`src/rtl/debounce_pkg.sv`:
```
// Shared types and defaults for the push-button debouncer.
// The state encoding is also used by the bench to check the internal state.
package debounce_pkg;

  typedef enum logic [1:0] {
    S_LOW       = 2'd0,
    S_WAIT_HIGH = 2'd1,
    S_HIGH      = 2'd2,
    S_WAIT_LOW  = 2'd3
  } db_state_t;

  // 5 ms at 100 MHz
  localparam int DEBOUNCE_CYCLES_DEFAULT = 500000;

endpackage

```
`src/rtl/sync_2ff.sv`:
```
// Two-flop synchronizer for a single asynchronous level input.
// Both flops clear to 0 on a synchronous reset.
module sync_2ff (
  input  logic CLK,
  input  logic RST,
  input  logic d,
  output logic q
);

  logic sync1_d, sync1_q;
  logic sync2_d, sync2_q;

  always_comb begin
    sync1_d = d;
    sync2_d = sync1_q;
  end

  always_ff @(posedge CLK) begin
    if (RST) begin
      sync1_q <= 1'b0;
      sync2_q <= 1'b0;
    end else begin
      sync1_q <= sync1_d;
      sync2_q <= sync2_d;
    end
  end

  assign q = sync2_q;

endmodule

```
`src/rtl/debounce_pulse.sv`:
```
// Push-button conditioner: a 2-flop synchronizer, then a stability-timer FSM.
// Outputs a registered clean level plus one-cycle press and release strobes.
//
// state       | meaning
// S_LOW       | stable 0 accepted
// S_WAIT_HIGH | sync input is 1, counting consecutive 1s
// S_HIGH      | stable 1 accepted
// S_WAIT_LOW  | sync input is 0, counting consecutive 0s
module debounce_pulse
  import debounce_pkg::*;
#(
  parameter int DEBOUNCE_CYCLES = DEBOUNCE_CYCLES_DEFAULT
) (
  input  logic CLK,
  input  logic RST,
  input  logic noisy,
  output logic debounced,
  output logic press_pulse,
  output logic release_pulse
);

  localparam int CNT_W = $clog2(DEBOUNCE_CYCLES);
  localparam logic [CNT_W-1:0] CNT_LAST = CNT_W'(DEBOUNCE_CYCLES - 1);

  logic            sync2;
  db_state_t       state_d, state_q;
  logic [CNT_W-1:0] cnt_d, cnt_q;
  logic            debounced_d, debounced_q;
  logic            press_d, press_q;
  logic            release_d, release_q;

  sync_2ff u_sync (
    .CLK (CLK),
    .RST (RST),
    .d   (noisy),
    .q   (sync2)
  );

  always_comb begin
    state_d     = state_q;
    cnt_d       = cnt_q;
    debounced_d = debounced_q;
    press_d     = 1'b0;
    release_d   = 1'b0;

    case (state_q)
      S_LOW: begin
        if (sync2) begin
          state_d = S_WAIT_HIGH;
          cnt_d   = '0;
        end
      end

      S_WAIT_HIGH: begin
        if (!sync2) begin
          state_d = S_LOW;
          cnt_d   = '0;
        end else if (cnt_q == CNT_LAST) begin
          state_d     = S_HIGH;
          cnt_d       = '0;
          debounced_d = 1'b1;
          press_d     = 1'b1;
        end else begin
          cnt_d = cnt_q + CNT_W'(1);
        end
      end

      S_HIGH: begin
        if (!sync2) begin
          state_d = S_WAIT_LOW;
          cnt_d   = '0;
        end
      end

      S_WAIT_LOW: begin
        if (sync2) begin
          state_d = S_HIGH;
          cnt_d   = '0;
        end else if (cnt_q == CNT_LAST) begin
          state_d     = S_LOW;
          cnt_d       = '0;
          debounced_d = 1'b0;
          release_d   = 1'b1;
        end else begin
          cnt_d = cnt_q + CNT_W'(1);
        end
      end

      default: begin
        state_d     = S_LOW;
        cnt_d       = '0;
        debounced_d = 1'b0;
      end
    endcase
  end

  // Reset drops straight to S_LOW without a release strobe, even from S_HIGH.
  always_ff @(posedge CLK) begin
    if (RST) begin
      state_q     <= S_LOW;
      cnt_q       <= '0;
      debounced_q <= 1'b0;
      press_q     <= 1'b0;
      release_q   <= 1'b0;
    end else begin
      state_q     <= state_d;
      cnt_q       <= cnt_d;
      debounced_q <= debounced_d;
      press_q     <= press_d;
      release_q   <= release_d;
    end
  end

  assign debounced     = debounced_q;
  assign press_pulse   = press_q;
  assign release_pulse = release_q;

endmodule

```
`config.mk`:
```
export PLATFORM = sky130hd
export DESIGN_NAME = debounce_pulse
export DESIGN_NICKNAME = d
export VERILOG_FILES = /design/src/rtl/debounce_pkg.sv /design/src/rtl/sync_2ff.sv /design/src/rtl/debounce_pulse.sv
export SDC_FILE = /design/constraint.sdc
export NUM_CORES = 1
export LEC_CHECK = 0
export CAP_MARGIN = 20
export CORE_MARGIN = 1
export CORE_UTILIZATION = 52
export DETAILED_ROUTE_END_ITERATION = 6
export HOLD_SLACK_MARGIN = 0.05
export PLACE_DENSITY_LB_ADDON = 0.1
export RECOVER_POWER = 50
export SLEW_MARGIN = 20
export SYNTH_ARGS = -nofsm -noshare
export SYNTH_HDL_FRONTEND = slang
export SYNTH_HIERARCHICAL = 1
export SYNTH_SLANG_ARGS = --single-unit
```
`constraint.sdc`:
```
create_clock -name CLK -period 1.9 [get_ports CLK]
set_input_delay 0.285 -clock CLK [delete_from_list [all_inputs] [get_ports CLK]]
set_output_delay 0.285 -clock CLK [all_outputs]
set_load 0.02 [all_outputs]
```
==> impl_metrics.json <==
{
  "grt_usage": 0.258,
  "synthArstFlopShare": 0,
  "io_buffers": 5,
  "grt_busiest_layer": "met2",
  "synth_seq_cells": 26,
  "place_area_um2": 1520,
  "syn_inst": 151,
  "clkSlewWorstSetupHoldPaths_ps": 150,
  "hp-class": "reg -> reg",
  "whs_ps": 465,
  "syn_area_per_cell_um2": 8.47,
  "hold_viol": 0,
  "die_y_um": 51.6,
  "vias_per_cell": 6.01,
  "post-route-cell-area_um2": 1670,
  "synthAdderAreaFrac": 0.00978,
  "rows": 17,
  "synth_area_leader_cell": "dfxtp_1",
  "layout.nets": 185,
  "seq_area_um2": 523,
  "ys_seq_area_frac": 0.407,
  "cts_tree": "built",
  "drtAntennaViolNets": 0,
  "num_io_pins": 6,
  "cp_max_fo": 5,
  "yosysTopAreaCellShare": 0.407,
  "insertion_delay_ps": 330,
  "cts.sinks": 26,
  "end_kind": "flip-flop",
  "worstPathRequired_ps": 2120,
  "cp.arrival_ps": 2260,
  "finalMaxSlewViolations": 0,
  "layout_min_cycle_time_ps": 2030,
  "finalCritPeriodShare": 1.07,
  "powerDensity_nw_per_um2": 593,
  "synth_edf_count": 0,
  "slew_headroom": 0.734,
  "start_kind": "flip-flop",
  "syn_to_final_growth_pct": 30.6,
  "synth_top_family_by_area": "simple AND/OR/NAND/NOR gates",
  "maxClockFrequency_ghz": 0.491,
  "clockBufferDepth": 2,
  "worst_slew_pin_slew_ps": 395,
  "grtUsageMet3": 0.0848,
  "multi_input_area_um2": 783,
  "place_congestion": 0.829,
  "synth.distinct_cells": 38,
  "die_x_um": 51.6,
  "die_area_um2": 2660,
  "layout.cells.non_filler": 208,
  "status": "finished with violations",
  "drt-total-wl_um": 3160,
  "dr.pass1.iters": 5,
  "rsz0062_at_grt": "yes",
  "post-place-ws_ps": -125,
  "netlist_area_um2": 1280,
  "met1_usage": 0.297,
  "grt_pass1_vias": 1158,
  "initial_utilization": 0.567,
  "violations": "negative setup slack",
  "drc": 0,
  "synth-simple-area-share": 0.311,
  "ys.flop_type": "dfxtp_1",
  "use_met2": 0.452,
  "gr-total-overflow": 0,
  "ys_warn_count": 6,
  "synth_mux_area_frac": 0.0245,
  "antenna_cells": 0,
  "drt-initial-drc-count": 41,
  "finalSetupViolCount": 11,
  "numCtsBuffers": 3,
  "cts-root-buf": "clkbuf_4",
  "fill_cells": 167,
  "critical_path_class": "reg -> reg",
  "grt_max_degree": 16,
  "placedCellCount": 202,
  "fin_tns_setup_ps": -953,
  "antenna_found_initial": 0,
  "synth_xor_area_frac": 0.0411,
  "p_leak_nw": 0.656,
  "synth.net_count": 155,
  "cts_htree_levels": 1,
  "regToRegSetupSlack_ps": -130,
  "drive_gt1_frac": 0.272,
  "grt_pass1_wl_um": 5060,
  "core_area_um2": 2250,
  "ir_worst_vdd_mv": 0.820,
  "drt-wirelength-per-cell_um": 15.2,
  "drv_cap": 0,
  "hpwl_um": 2030,
  "hold_buffers": 0,
  "fin_worst_skew_ps": 2.89,
  "vias": 1250,
  "worst_slack_ps": -135,
  "synth_area_leaders": "dfxtp_1, o21ai_0, nand2_1, nand4_1, a21oi_1",
  "synth_compound_area_frac": 0.165
}
timing repair:
action	CTS	global route
gates resized for setup	12	9
buffers inserted	1	1
endpoints found under the setup margin	16	16
endpoints found under the hold margin	0	0
pin swaps	5	3
cell usage after synthesis (all sizes together), types with 3 or more instances:
| library cell | instances |
|---|---|
| a31oi | 5 |
| nand4 | 8 |
| nor2b | 3 |
| nand3 | 8 |
| and3 | 4 |
| inv | 5 |
| nand2 | 14 |
| clkbuf | 3 |
| nor4 | 3 |
| or3 | 5 |
| o21ai | 13 |
| xor2 | 3 |
| a21oi | 9 |
| dfxtp | 26 |
| nor3 | 6 |
| nor2 | 9 |
| xnor2 | 3 |
| o21bai | 3 |
power by group:
part / internal (mW) / switching, mW
Combinational: 0.0210 / 0.0259
Clock: 0.214 / 0.176
Sequential: 0.550 / 0.00344
through the flow:
stage | utilization | power (mW)
floorplan | - | 0.591
global placement | 0.673 | 0.609
detailed placement | 0.673 | 0.610
CTS | 0.720 | 0.996
global route | 0.741 | 1.03
finish | 0.741 | 0.990
kinds of logic after synthesis:
family | after synthesis
buffers and inverters | 10
and+or+nand+nor | 71
xor gates and xnor gates | 6
muxes | 3
adders and majority gates | 1
DFF | 26
AOI/OAI and AO/OA | 34
per-layer routing:
metal,vias up,part of all wire
met5,-,0
met4,0,0.016
met3,6,0.055
met2,38,0.50
met1,595,0.42
li1,611,-
worst max-delay path: stages (launching register included):
cell and delay (ps):
dfxtp_2 350, or4b_1 510, or4_4 460, o21ai_4 240, buf_4 160, or3_2 110
o21ai_0 90
layout make-up:
cell class / count / area share
Sequential cell: 26 / 0.313
Clock inverter: 1 / 0.0180
Inverter: 5 / 0.0112
Tap cell: 28 / 0.0210
Clock buffer: 3 / 0.0135
Multi-Input combinational cell: 115 / 0.469
Timing Repair Buffer: 30 / 0.154
worst paths after layout:
check / start / to / cells after the start
worst max-delay path: cnt_q[9] / cnt_q[10] / 6
worst min-delay path: u_sync/sync1_q / u_sync/q / 1
worst max register to register: cnt_q[9] / cnt_q[10] / 6
worst min register to register: u_sync/sync1_q / u_sync/q / 1
cell usage in the layout (no fill, tap or decap), types with 4 or more instances in the layout:
cell	instances
nand3_1	7
nand2_1	14
nor2_1	9
dlygate4sd3_1	4
inv_1	5
o21ai_0	7
and3_1	4
a31oi_1	4
dfxtp_1	24
a21oi_1	7
buf_4	22
nand4_1	8
registers in the layout, indices dropped and copies added, names as in the netlist, named ones only:
signal / flops
cnt_q: 19
release_pulse: 1
u_sync/sync1_q: 1
u_sync/q: 1
press_pulse: 1
state_q: 1
debounced: 1
(Power assumes the default switching activity.)
